## config.mk

```make
export PLATFORM = sky130hd
export DESIGN_NAME = key_event_decoder
export DESIGN_NICKNAME = d
export VERILOG_FILES = /design/src/rtl/key_event_decoder.sv
export SDC_FILE = /design/constraint.sdc
export NUM_CORES = 1
export LEC_CHECK = 0
export ABC_AREA = 1
export CELL_PAD_IN_SITES_DETAIL_PLACEMENT = 1
export CELL_PAD_IN_SITES_GLOBAL_PLACEMENT = 2
export CORE_ASPECT_RATIO = 0.7
export CORE_MARGIN = 2
export CORE_UTILIZATION = 33
export CTS_BUF_LIST = sky130_fd_sc_hd__clkbuf_16
export CTS_CLUSTER_DIAMETER = 120
export DETAILED_ROUTE_END_ITERATION = 10
export PLACE_DENSITY = 0.84
export SLEW_MARGIN = 20
export SYNTH_ARGS = -nofsm -noshare
export SYNTH_HDL_FRONTEND = slang
export SYNTH_SLANG_ARGS = --single-unit
export TNS_END_PERCENT = 30
```

## constraint.sdc

```tcl
create_clock -name clk_1kHz -period 1.91 [get_ports clk_1kHz]
set_clock_uncertainty 0.2 [all_clocks]
set_input_delay 0.573 -clock clk_1kHz [delete_from_list [all_inputs] [get_ports clk_1kHz]]
set_output_delay 0.573 -clock clk_1kHz [all_outputs]
set_load 0.02 [all_outputs]
```

## src/rtl/key_event_decoder.sv

```systemverilog
`default_nettype none
// ============================================================================
// Module      : key_event_decoder
// Description : Turns the debounced, active-low key level into single-cycle
//               key events: press, release, single click, double click,
//               long press and auto-repeat. Runs entirely in the 1 kHz
//               debounce clock domain and applies no further filtering.
// Revision    : 1.0 - initial release
// ----------------------------------------------------------------------------
// Parameters
//   LONG_MS       consecutive low samples that make a long press (2..65535)
//   REPEAT_MS     auto-repeat period while held after a long press (2..65535)
//   DCLICK_MS     max clocks from release to next press for a double click
//                 (2..65535)
// Ports
//   clk_1kHz      in   sample clock, rising edge
//   rst_n         in   asynchronous active-low reset
//   key_state     in   debounced key level, 0 = pressed, 1 = released
//   press_pulse   out  one-clock pulse on every press edge
//   release_pulse out  one-clock pulse on every release edge
//   single_click  out  one-clock pulse when a short press gets no follow-up
//   double_click  out  one-clock pulse on a second press inside the window
//   long_press    out  one-clock pulse when the hold reaches LONG_MS
//   repeat_pulse  out  one-clock pulse every REPEAT_MS clocks in a long hold
//   held          out  level, high while the key is down in a tracked press
// ============================================================================
module key_event_decoder #(
    parameter int unsigned LONG_MS   = 1000,
    parameter int unsigned REPEAT_MS = 200,
    parameter int unsigned DCLICK_MS = 300
) (
    input  logic clk_1kHz,
    input  logic rst_n,
    input  logic key_state,
    output logic press_pulse,
    output logic release_pulse,
    output logic single_click,
    output logic double_click,
    output logic long_press,
    output logic repeat_pulse,
    output logic held
);

    typedef enum logic [2:0] {
        ST_IDLE  = 3'd0,
        ST_DOWN1 = 3'd1,
        ST_WAIT2 = 3'd2,
        ST_DOWN2 = 3'd3,
        ST_LONG  = 3'd4
    } state_t;

    // The hold counter starts at 1 on the press edge, so the long-press
    // decision is taken when it reads LONG_MS-1 (the LONG_MS-th low sample).
    localparam logic [15:0] c_long_last = 16'(LONG_MS - 1);
    localparam logic [15:0] c_repeat    = 16'(REPEAT_MS);
    localparam logic [15:0] c_dclick    = 16'(DCLICK_MS);
    localparam logic [15:0] c_cnt_max   = 16'hFFFF;

    state_t      state_q;
    logic [15:0] cnt_q;
    logic        key_prev_q;
    logic        press_q;
    logic        release_q;
    logic        single_q;
    logic        double_q;
    logic        long_q;
    logic        repeat_q;
    logic        held_q;

    logic        press_edge;
    logic        release_edge;
    logic [15:0] cnt_sat_d;

    // Edges are detected against the previous sample so events appear on the
    // same clock edge that first sees the new level.
    assign press_edge   =  key_prev_q & ~key_state;
    assign release_edge = ~key_prev_q &  key_state;

    // Saturating increment; the counter never wraps back to zero.
    assign cnt_sat_d = (cnt_q == c_cnt_max) ? cnt_q : cnt_q + 16'd1;

    always_ff @(posedge clk_1kHz or negedge rst_n) begin
        if (!rst_n) begin
            state_q    <= ST_IDLE;
            cnt_q      <= 16'd0;
            key_prev_q <= 1'b1;
            press_q    <= 1'b0;
            release_q  <= 1'b0;
            single_q   <= 1'b0;
            double_q   <= 1'b0;
            long_q     <= 1'b0;
            repeat_q   <= 1'b0;
            held_q     <= 1'b0;
        end else begin
            key_prev_q <= key_state;

            // Pulses default low; each event below raises one for a cycle.
            press_q    <= 1'b0;
            release_q  <= 1'b0;
            single_q   <= 1'b0;
            double_q   <= 1'b0;
            long_q     <= 1'b0;
            repeat_q   <= 1'b0;

            case (state_q)
                ST_IDLE: begin
                    if (press_edge) begin
                        state_q <= ST_DOWN1;
                        cnt_q   <= 16'd1;
                        press_q <= 1'b1;
                        held_q  <= 1'b1;
                    end
                end

                ST_DOWN1: begin
                    if (release_edge) begin
                        state_q   <= ST_WAIT2;
                        cnt_q     <= 16'd1;
                        release_q <= 1'b1;
                        held_q    <= 1'b0;
                    end else if (cnt_q == c_long_last) begin
                        state_q <= ST_LONG;
                        cnt_q   <= 16'd1;
                        long_q  <= 1'b1;
                    end else begin
                        cnt_q <= cnt_sat_d;
                    end
                end

                ST_WAIT2: begin
                    // A press in the timeout cycle still wins: checked first.
                    if (press_edge) begin
                        state_q  <= ST_DOWN2;
                        cnt_q    <= 16'd1;
                        press_q  <= 1'b1;
                        double_q <= 1'b1;
                        held_q   <= 1'b1;
                    end else if (cnt_q == c_dclick) begin
                        state_q  <= ST_IDLE;
                        cnt_q    <= 16'd0;
                        single_q <= 1'b1;
                    end else begin
                        cnt_q <= cnt_sat_d;
                    end
                end

                ST_DOWN2: begin
                    // Releasing the second press ends the gesture silently;
                    // the double click was already reported on the press.
                    if (release_edge) begin
                        state_q   <= ST_IDLE;
                        cnt_q     <= 16'd0;
                        release_q <= 1'b1;
                        held_q    <= 1'b0;
                    end else if (cnt_q == c_long_last) begin
                        state_q <= ST_LONG;
                        cnt_q   <= 16'd1;
                        long_q  <= 1'b1;
                    end else begin
                        cnt_q <= cnt_sat_d;
                    end
                end

                ST_LONG: begin
                    if (release_edge) begin
                        state_q   <= ST_IDLE;
                        cnt_q     <= 16'd0;
                        release_q <= 1'b1;
                        held_q    <= 1'b0;
                    end else if (cnt_q == c_repeat) begin
                        cnt_q    <= 16'd1;
                        repeat_q <= 1'b1;
                    end else begin
                        cnt_q <= cnt_sat_d;
                    end
                end

                default: begin
                    state_q <= ST_IDLE;
                    cnt_q   <= 16'd0;
                    held_q  <= 1'b0;
                end
            endcase
        end
    end

    assign press_pulse   = press_q;
    assign release_pulse = release_q;
    assign single_click  = single_q;
    assign double_click  = double_q;
    assign long_press    = long_q;
    assign repeat_pulse  = repeat_q;
    assign held          = held_q;

endmodule
`default_nettype wire

```

==> impl_metrics.csv, run 1 <==
group,metric,value,unit
setup_path,worst_path_max_delay_cell,"dfrtp_1",
hold_path,hold_class,"reg -> reg",
synth,synth_area_per_cell,6.78,µm²
timing,max_freq,554,MHz
setup_path,reg2regPathDepth,9,
die,start_util,0.337,
die,dieArea,5870,µm²
cells_and_area,syn_to_final_growth,30.8,%
timing,finalCritPeriodShare,0.945,
global_routing,grt_pass1_vias,1627,
setup_path,rrSetupSlack,0.11,ns
setup_path,crit_family,"simple AND/OR/NAND/NOR gates",
clock_tree,clk_latency,0.27,ns
pwr,power.leakage,1.21,nW
die,die_h,64.7,µm
routing,drt_iter0_markers,106,
synth,ys_ff_latch,27,
die,core_area,5150,µm²
global_routing,overflow,0,
routing,postRouteAntennaNets,0,
place,finalWeightedCongestion,0.792,
cells_and_area,final_cell_mix,"nand2_1, nor2_1, inv_1",
setup_path,worstSetupPathType,"reg -> reg",
setup_path,crit_cells,9,
place,port_buffers,9,
synth,syn-num-nets,261,
synth,netlist_area,1740,µm²
place,dpl.hpwl,3.90,mm
routing,drt_first_pass_iters,4,
place,pre_cts_slack,-0.387,ns
clock_tree,cts-buffers-inserted,3,
synth,netlist_instances,256,
global_routing,grt_start_max_net_pins,28,
routing,vias,1666,
setup_path,crit_required,1.86,ns
routing,drc,0,
die,fp.dieW,90.7,µm
die,pin_count,10,
status,status,"finished clean",
timing,worst_pin_slew,0.426,ns
clock_tree,h-tree-depth,1,
setup_path,startpoint_type,"register",
timing,final.min_clock_period,1.80,ns
run,maxCapViolations,0,
cells_and_area,drive_gt1_frac,0.240,
clock_tree,cts_tree,"done",
die,rows,22,
setup_path,startpoint,"cnt_q[10]",
clock_tree,clock-sinks,27,
timing,holdWs,0.326,ns
pwr,pwr_density_cell,877,nW/µm²
timing,slew_headroom,0.714,
cells_and_area,n_antenna_cell,0,
setup_path,endpoint,"cnt_q[9]",
cells_and_area,nets,298,
setup_path,critical_path.max_fanout,11,
clock_tree,cts_buffer_depth,2,
global_routing,grt.total_usage,0.185,
routing,wl,4.99,mm
synth,ys_warn_count,0,
setup_path,r2r_end,"cnt_q[9]",
timing,setup_viol,0,
timing,worst_slack,0.105,ns
routing,avgRoutedWirePerCell,13.7,µm
global_routing,grt_pass1_wl,8.43,mm
global_routing,antenna_found_initial,0,
setup_path,r2r_start,"cnt_q[10]",
synth,seq_area_frac_synth,0.390,
routing,viasPerCell,4.58,
pwr,peakVddDrop,536,µV
setup_path,path_cells,"nor2_1 > nand2_1 > nor2_4 > nand2_2 > nand2_2 > nand3_4 > buf_12 > nand2_1 > o21ai_1",
clock_tree,cts_root_buf,"clkbuf_16",
timing,final-hold-violation-count,0,
cells_and_area,final_common_cell,"nand2_1",
timing,drv_slew,0,
setup_path,crit_path_max_incr_delay,0.40,ns
setup_path,critPathBufInv,1,
synth,synth.distinct_cells,25,
setup_path,endpoint_kind,"register",
setup_path,cp.arrival,1.75,ns
clock_tree,path_clk_slew,0.07,ns
## per-layer routing
layer | global-route usage | wire length (µm) | up-vias
met5 | 0 | 0 | -
met4 | 0.0288 | 29 | 0
met3 | 0.0279 | 158 | 4
met2 | 0.260 | 1970 | 18
met1 | 0.298 | 2830 | 782
li1 | - | - | 862
## worst register-to-register path: cells and delay by family (launching register included)
family                 cells  cell delay, ns
AO/OA/AOI/OAI              1            0.05
AND/OR/NAND/NOR            7            0.88
flip-flops                 1            0.40
buffers and inverters      1            0.15
## state kept, by name, indices dropped and copies added (netlist names)
| register | cells |
|---|---|
| cnt_q | 16 |
| release_pulse | 1 |
| double_click | 1 |
| key_prev_q | 1 |
| state_q | 3 |
| repeat_pulse | 1 |
| press_pulse | 1 |
| long_press | 1 |
| held | 1 |
| single_click | 1 |
## metrics by stage
| stage | TNS [ns] | instance area [µm²] | util | cells | power [mW] |
|---|---|---|---|---|---|
| 2_1_floorplan | 0 | 1740 | - | 256 | 1.07 |
| 6_report | 0 | 2270 | 0.441 | 364 | 1.99 |
| 3_3_place_gp | -4.94 | 2090 | 0.407 | 356 | 1.39 |
| 4_1_cts | 0 | 2190 | 0.426 | 361 | 1.94 |
| 5_1_grt | -0.0251 | 2270 | 0.441 | 364 | 2.15 |
| 3_5_place_dp | -5.94 | 2090 | 0.407 | 356 | 1.40 |
## cell usage after synthesis, drive strengths merged
master   n  share of area
nand2   86           0.20
nor2    45           0.11
inv     37          0.080
dfrtp   26           0.37
nand3   21          0.066
o21ai   13          0.037
nand4    6          0.025
buf      4          0.019
nor3     4          0.012
a21oi    3         0.0086
xor2     3          0.015
ha       2          0.014
or2      2         0.0072
dfstp    1          0.015
nand3b   1          0.012
nor3b    1         0.0043
o22ai    1         0.0036
## cell families (layout without fill, tap and decap cells)
kind of cell	count (synthesis)	count (layout)	synth area share
and+or+nand+nor	166	166	0.432
DFF	27	27	0.390
AOI/OAI and AO/OA	17	17	0.0497
adders and majority gates	2	2	0.0144
xor gates and xnor gates	3	3	0.0151
buffers and inverters	41	77	0.0987
## where the power goes
group          internal [mW]  total [mW]  switching [mW]
Clock                  0.285       0.502           0.217
Sequential             0.639       0.725          0.0857
Combinational          0.328       0.764           0.436
Total                   1.25        1.99           0.739
## layout make-up
cell class | instances | area, µm²
Multi-Input combinational cell | 188 | 961
Fill cell | 662 | 2880
Inverter | 37 | 139
Clock inverter | 1 | 7.51
Timing Repair Buffer | 36 | 320
Sequential cell | 27 | 679
Clock buffer | 3 | 75.1
Tap cell | 72 | 90.1
## what timing repair did
| action | CTS | global route |
|---|---|---|
| resized for setup | 13 | 15 |
| endpoints found under the setup margin | 23 | 17 |
| pin swaps | 2 | 4 |
| hold buffers | 0 | 0 |
| setup buffers | 1 | 3 |
## worst min path at each step
stage	cells past startpoint	start	slack, ns	end
2_1_floorplan	0	rst_n	0.08	cnt_q[0]
3_3_place_gp	2	held	0.32	held
3_5_place_dp	2	held	0.32	held
4_1_cts	2	held	0.33	held
5_1_grt	1	key_state	0.35	key_prev_q
6_report	2	held	0.33	held
Power figures use the tool's default switching activity.
==> run 2: changes to the inputs <==
--- a/config.mk
+++ b/config.mk
@@ -10,11 +10,11 @@
 export CELL_PAD_IN_SITES_GLOBAL_PLACEMENT = 2
 export CORE_ASPECT_RATIO = 0.7
 export CORE_MARGIN = 2
-export CORE_UTILIZATION = 33
-export CTS_BUF_LIST = sky130_fd_sc_hd__clkbuf_16
+export CORE_UTILIZATION = 35
+export CTS_BUF_LIST = sky130_fd_sc_hd__clkbuf_4 sky130_fd_sc_hd__clkbuf_8
 export CTS_CLUSTER_DIAMETER = 120
 export DETAILED_ROUTE_END_ITERATION = 10
-export PLACE_DENSITY = 0.84
+export PLACE_DENSITY = 0.88
 export SLEW_MARGIN = 20
 export SYNTH_ARGS = -nofsm -noshare
 export SYNTH_HDL_FRONTEND = slang
==> impl_metrics.csv, run 2 (same netlist as run 1, synthesis figures left out) <==
group,metric,value,unit
status,status,"finished clean",
die,rows,21,
cells_and_area,final_common_cell,"nand2_1",
timing,slew_headroom,0.738,
setup_path,crit_path_max_incr_delay,0.42,ns
routing,top_layer_used,"met4",
run,maxCapViolations,0,
clock_tree,h-tree-depth,1,
place,port_buffers,9,
clock_tree,cts_buffer_depth,2,
die,die_h,62.9,µm
setup_path,r2r_end,"cnt_q[9]",
clock_tree,clock-sinks,27,
clock_tree,clk_latency,0.29,ns
routing,drt_iter0_markers,90,
global_routing,grt_pass1_vias,1713,
clock_tree,cts_tree,"done",
clock_tree,cts-buffers-inserted,3,
routing,drc,0,
global_routing,grt_start_max_net_pins,28,
setup_path,critical_path.max_fanout,5,
setup_path,path_cells,"inv_1 > ha_4 > nand3_1 > nor2_2 > nand2_1 > nand2_2 > nand3_4 > buf_6 > nand2_1 > o21ai_1",
die,fp.dieW,88.2,µm
timing,worst_slack,0.0942,ns
place,placed_area,2060,µm²
clock_tree,cts_hold_buffers,0,
timing,drv_slew,0,
pwr,power.leakage,1.19,nW
global_routing,grt.total_usage,0.213,
hold_path,hold_class,"in -> reg",
setup_path,cpMostUsedCell,"nand2_1",
setup_path,r2r_start,"cnt_q[1]",
die,dieArea,5550,µm²
cells_and_area,fillCellCount,633,
cells_and_area,nets,296,
routing,wl_met1,2.95,mm
timing,max_freq,551,MHz
cells_and_area,fin_area,2190,µm²
cells_and_area,top_register,"cnt_q",
die,pin_count,10,
die,core_area,4780,µm²
hold_path,holdPathEnd,"key_prev_q",
routing,wl_met2,2.10,mm
place,finalWeightedCongestion,0.830,
timing,final.min_clock_period,1.82,ns
cells_and_area,largest_reg_flops,16,
global_routing,antenna_found_initial,0,
hold_path,holdPathStages,1,
cells_and_area,fin_util,0.458,
setup_path,cp.arrival,1.78,ns
routing,avgRoutedWirePerCell,14.6,µm
pwr,finalPower,1.80,mW
setup_path,reg2regPathDepth,10,
cells_and_area,n_antenna_cell,0,
routing,wl,5.25,mm
place,pre_cts_slack,-0.411,ns
setup_path,crit_required,1.87,ns
cells_and_area,drive_gt1_frac,0.228,
setup_path,rrSetupSlack,0.09,ns
cells_and_area,reg_top3,"cnt_q x16, state_q x3",
setup_path,endpoint_kind,"register",
timing,finalSetupTns,0,ns
setup_path,worst_path_max_delay_cell,"dfrtp_1",
routing,drt_first_pass_iters,5,
setup_path,worstSetupPathType,"reg -> reg",
pwr,pwr_density_cell,822,nW/µm²
timing,finalCritPeriodShare,0.951,
hold_path,worst_hold_startpoint,"key_state",
timing,setup_viol,0,
pwr,peakVddDrop,413,µV
routing,viasPerCell,4.69,
cells_and_area,syn_to_final_growth,26.1,%
global_routing,grt_pass1_wl,8.96,mm
timing,worst_pin_slew,0.389,ns
global_routing,overflow,0,
timing,final-hold-violation-count,0,
die,start_util,0.363,
place,dpl.hpwl,4.10,mm
routing,wl_met3,151,µm
cells_and_area,final_cell_mix,"nand2_1, nor2_1, inv_1",
setup_path,startpoint_type,"register",
clock_tree,cts_root_buf,"clkbuf_8",
routing,postRouteAntennaNets,0,
routing,vias,1685,
clock_tree,path_clk_slew,0.10,ns
-- run 2: changes by cell type in the layout (fill, tap and decap cells not counted), moves of 2 or more --
cell and change:
buf_12 -2, buf_4 -2, buf_6 +2, clkbuf_16 -3
clkbuf_8 +3, inv_2 -2
-- run 2: routing by layer --
layer,track usage,up-vias
met5,0,-
met4,0.0455,0
met3,0.0357,5
met2,0.285,22
met1,0.349,796
li1,-,862
-- run 2: worst max-delay path: cells and delay by family, from the launching register on --
kind / cells / cell delay (ns)
adders and majority gates: 1 / 0.17
buffers and inverters: 2 / 0.28
DFF: 1 / 0.42
and+or+nand+nor: 6 / 0.56
AOI/OAI and AO/OA: 1 / 0.06
-- run 2: worst max-delay path by stage --
stage / to / slack [ns] / from / cells after the start
floorplan: cnt_q[9] / 0.25 / cnt_q[0] / 10
global placement: cnt_q[6] / -0.30 / key_state / 10
detailed placement: cnt_q[0] / -0.41 / key_state / 12
CTS: cnt_q[9] / -0.005 / cnt_q[0] / 10
global route: cnt_q[1] / -0.003 / cnt_q[1] / 9
finish: cnt_q[9] / 0.09 / cnt_q[1] / 10
-- run 2: timing repair --
action / CTS / global route
resized for setup: 12 / 18
pin swaps: 1 / 5
endpoints found under the setup margin: 18 / 16
buffers inserted: 0 / 3
-- run 2: report_power, final --
part	internal, mW	leakage (nW)	switching [mW]	total [mW]
sequential	0.637	0.359	0.0736	0.711
combinational	0.289	0.808	0.456	0.745
clock	0.147	0.0255	0.198	0.345
-- run 2: cell type report --
cell class / instances / area, µm² / area share
multi-input combinational: 188 / 948 / 0.433
clock inverter: 1 / 5.00 / 0.00229
inverter: 37 / 141 / 0.0646
sequential: 27 / 679 / 0.310
clock buffer: 3 / 41.3 / 0.0189
tap: 69 / 86.3 / 0.0394
timing repair buffer: 34 / 288 / 0.131
-- run 2: through the flow --
stage / hold slack (ns) / std cells
finish: 0.324 / 359
detailed placement: 0.335 / 352
CTS: 0.320 / 356
floorplan: 0.0774 / 256
global placement: 0.317 / 352
global route: 0.321 / 359
==> run 3: changes to the inputs <==
--- a/config.mk
+++ b/config.mk
@@ -10,11 +10,11 @@
 export CELL_PAD_IN_SITES_GLOBAL_PLACEMENT = 2
 export CORE_ASPECT_RATIO = 0.7
 export CORE_MARGIN = 2
-export CORE_UTILIZATION = 35
+export CORE_UTILIZATION = 31
 export CTS_BUF_LIST = sky130_fd_sc_hd__clkbuf_4 sky130_fd_sc_hd__clkbuf_8
 export CTS_CLUSTER_DIAMETER = 120
 export DETAILED_ROUTE_END_ITERATION = 10
-export PLACE_DENSITY = 0.88
+export PLACE_DENSITY = 0.83
 export SLEW_MARGIN = 20
 export SYNTH_ARGS = -nofsm -noshare
 export SYNTH_HDL_FRONTEND = slang
==> constraint.sdc (replaced) <==
create_clock -name clk_1kHz -period 1.62 [get_ports clk_1kHz]
set_clock_uncertainty 0.2 [all_clocks]
set_input_delay 0.486 -clock clk_1kHz [delete_from_list [all_inputs] [get_ports clk_1kHz]]
set_output_delay 0.486 -clock clk_1kHz [all_outputs]
set_load 0.02 [all_outputs]
==> impl_metrics.csv, run 3 (same netlist as run 1, synthesis figures left out) <==
group,metric,value,unit
timing,slew_headroom,0.835,
global_routing,antenna_found_initial,0,
die,start_util,0.327,
clock_tree,clock-sinks,27,
timing,finalCritPeriodShare,1.13,
setup_path,rrSetupSlack,-0.22,ns
global_routing,grt_pass1_vias,1903,
clock_tree,cts_buffer_depth,2,
routing,postRouteAntennaNets,0,
cells_and_area,fin_util,0.488,
cells_and_area,fillCellCount,698,
clock_tree,clk_latency,0.29,ns
hold_path,holdPathStages,1,
status,status,"finished with violations",
cells_and_area,syn_to_final_growth,49.3,%
setup_path,worst_path_max_delay_cell,"dfrtp_1",
global_routing,grt-busiest-layer,"met1",
clock_tree,cts_tree,"done",
routing,drt_first_pass_iters,4,
setup_path,cpMostUsedCell,"nand2_2",
setup_path,crit_path_max_incr_delay,0.45,ns
cells_and_area,final_common_cell,"nand2_1",
routing,drt_iter0_markers,88,
routing,vias,1828,
place,place_inst,389,
cells_and_area,final_cells,398,
timing,finalSetupTns,-2.52,ns
global_routing,grt.total_usage,0.205,
place,port_buffers,9,
setup_path,reg2regPathDepth,10,
die,fp.dieW,93.5,µm
timing,final-hold-violation-count,0,
pwr,power.leakage,1.38,nW
global_routing,grt_pass1_wl,9.61,mm
die,dieArea,6230,µm²
setup_path,r2r_end,"cnt_q[6]",
clock_tree,h-tree-depth,1,
setup_path,crit_required,1.62,ns
timing,worst_slack,-0.217,ns
setup_path,endpoint_kind,"register",
timing,worst_pin_slew,0.246,ns
routing,wl,5.89,mm
place,dpl.hpwl,4.36,mm
setup_path,critical_path.max_fanout,3,
global_routing,overflow,0,
cells_and_area,reg_top3,"cnt_q x16, state_q x3",
clock_tree,path_clk_slew,0.11,ns
setup_path,worstSetupPathType,"reg -> reg",
cells_and_area,largest_reg_flops,16,
pwr,peakVddDrop,751,µV
routing,avgRoutedWirePerCell,14.8,µm
timing,max_freq,544,MHz
cells_and_area,top_register,"cnt_q",
die,pin_count,10,
routing,viasPerCell,4.59,
cells_and_area,n_antenna_cell,0,
setup_path,cp.arrival,1.84,ns
clock_tree,cts_root_buf,"clkbuf_8",
hold_path,hold_class,"in -> reg",
cells_and_area,drive_gt1_frac,0.411,
clock_tree,cts_hold_buffers,0,
setup_path,startpoint_type,"register",
status,violations,"setup timing",
timing,setup_viol,17,
timing,drv_slew,0,
clock_tree,cts-buffers-inserted,3,
global_routing,grt_start_max_net_pins,28,
routing,drc,0,
cells_and_area,nets,332,
run,maxCapViolations,0,
timing,rsz0062_at_grt,"yes",
setup_path,r2r_start,"cnt_q[1]",
global_routing,met1_usage,0.315,
die,rows,22,
global_routing,grt_use_met3,0.0271,
global_routing,use_met2,0.304,
hold_path,worst_hold_startpoint,"key_state",
die,die_h,66.6,µm
cells_and_area,final_cell_mix,"nand2_1, buf_4, inv_1",
die,core_area,5310,µm²
setup_path,path_cells,"inv_2 > ha_4 > nand3_4 > nor2_2 > nand2_1 > nand2_2 > nand4_1 > buf_4 > nand2_2 > nor2_1",
hold_path,holdPathEnd,"key_prev_q",
timing,final.min_clock_period,1.84,ns
pwr,pwr_density_cell,941,nW/µm²
place,finalWeightedCongestion,0.812,
==> run 3: cell types whose count changed in the layout (fill, tap and decap cells not counted), moves of 3 or more <==
| cell | change |
|---|---|
| buf_4 | +34 |
| nand2_1 | -13 |
| nand2_2 | +11 |
| dlygate4sd2_1 | -7 |
| nor2_1 | -6 |
| buf_2 | +5 |
| nand3_1 | -3 |
| nor2_2 | +3 |
| nor2_4 | +3 |
==> run 3: how the worst max path moves through the flow <==
stage	endpoint	startpoint	slack, ns	depth (start not counted)
final	cnt_q[6]	cnt_q[1]	-0.22	10
after global routing	cnt_q[6]	cnt_q[1]	-0.28	10
after CTS	cnt_q[1]	cnt_q[1]	-0.17	9
after detailed placement	cnt_q[4]	key_state	-0.62	10
after global placement	cnt_q[1]	key_state	-0.54	9
after floorplan	cnt_q[11]	cnt_q[0]	-0.01	11
==> run 3: power breakdown <==
part           switching [mW]  internal, mW  total (mW)  leakage, nW
sequential             0.0978         0.749       0.846        0.362
clock                   0.255         0.174       0.429       0.0255
combinational           0.639         0.524        1.16        0.989
total                   0.991          1.45        2.44         1.38
==> run 3: metal layers <==
metal / vias up / routed length (µm) / part of all wire
met5: - / 0 / 0
met1: 869 / 3100 / 0.53
met4: 0 / 64 / 0.011
met3: 7 / 170 / 0.029
li1: 932 / - / -
met2: 20 / 2550 / 0.43
==> run 3: per-stage QoR <==
step / worst slack, ns / cell area (µm²) / power (mW) / hold WS (ns)
after floorplan: -0.0128 / 1740 / 1.27 / -0.00959
after global placement: -0.538 / 2340 / 1.76 / 0.317
after detailed placement: -0.616 / 2340 / 1.79 / 0.332
after CTS: -0.175 / 2480 / 2.31 / 0.227
after global routing: -0.281 / 2590 / 2.60 / 0.236
final: -0.217 / 2590 / 2.44 / 0.236
==> run 3: worst max-delay path: cells and delay by family (launching register included) <==
family | cells | cell delay [ns]
buffers and inverters | 2 | 0.30
adder cells (fa/ha/maj) | 1 | 0.17
AND/OR/NAND/NOR | 7 | 0.63
flip-flops | 1 | 0.45
==> run 3: area by class of cell <==
class	count	area, µm²	share of cell area
Multi-Input combinational cell	188	1080	0.416
Sequential cell	27	677	0.261
Clock inverter	1	5.00	0.00193
Timing Repair Buffer	70	561	0.216
Inverter	37	141	0.0545
Clock buffer	3	41.3	0.0159
Tap cell	72	90.1	0.0347
==> run 3: repair_timing <==
item / CTS / global route
pin swaps: 11 / 14
endpoints found under the setup margin: 27 / 22
gates resized for setup: 43 / 36
hold endpoints to repair: 0 / 0
buffers inserted: 3 / 2
cloned: 0 / 0
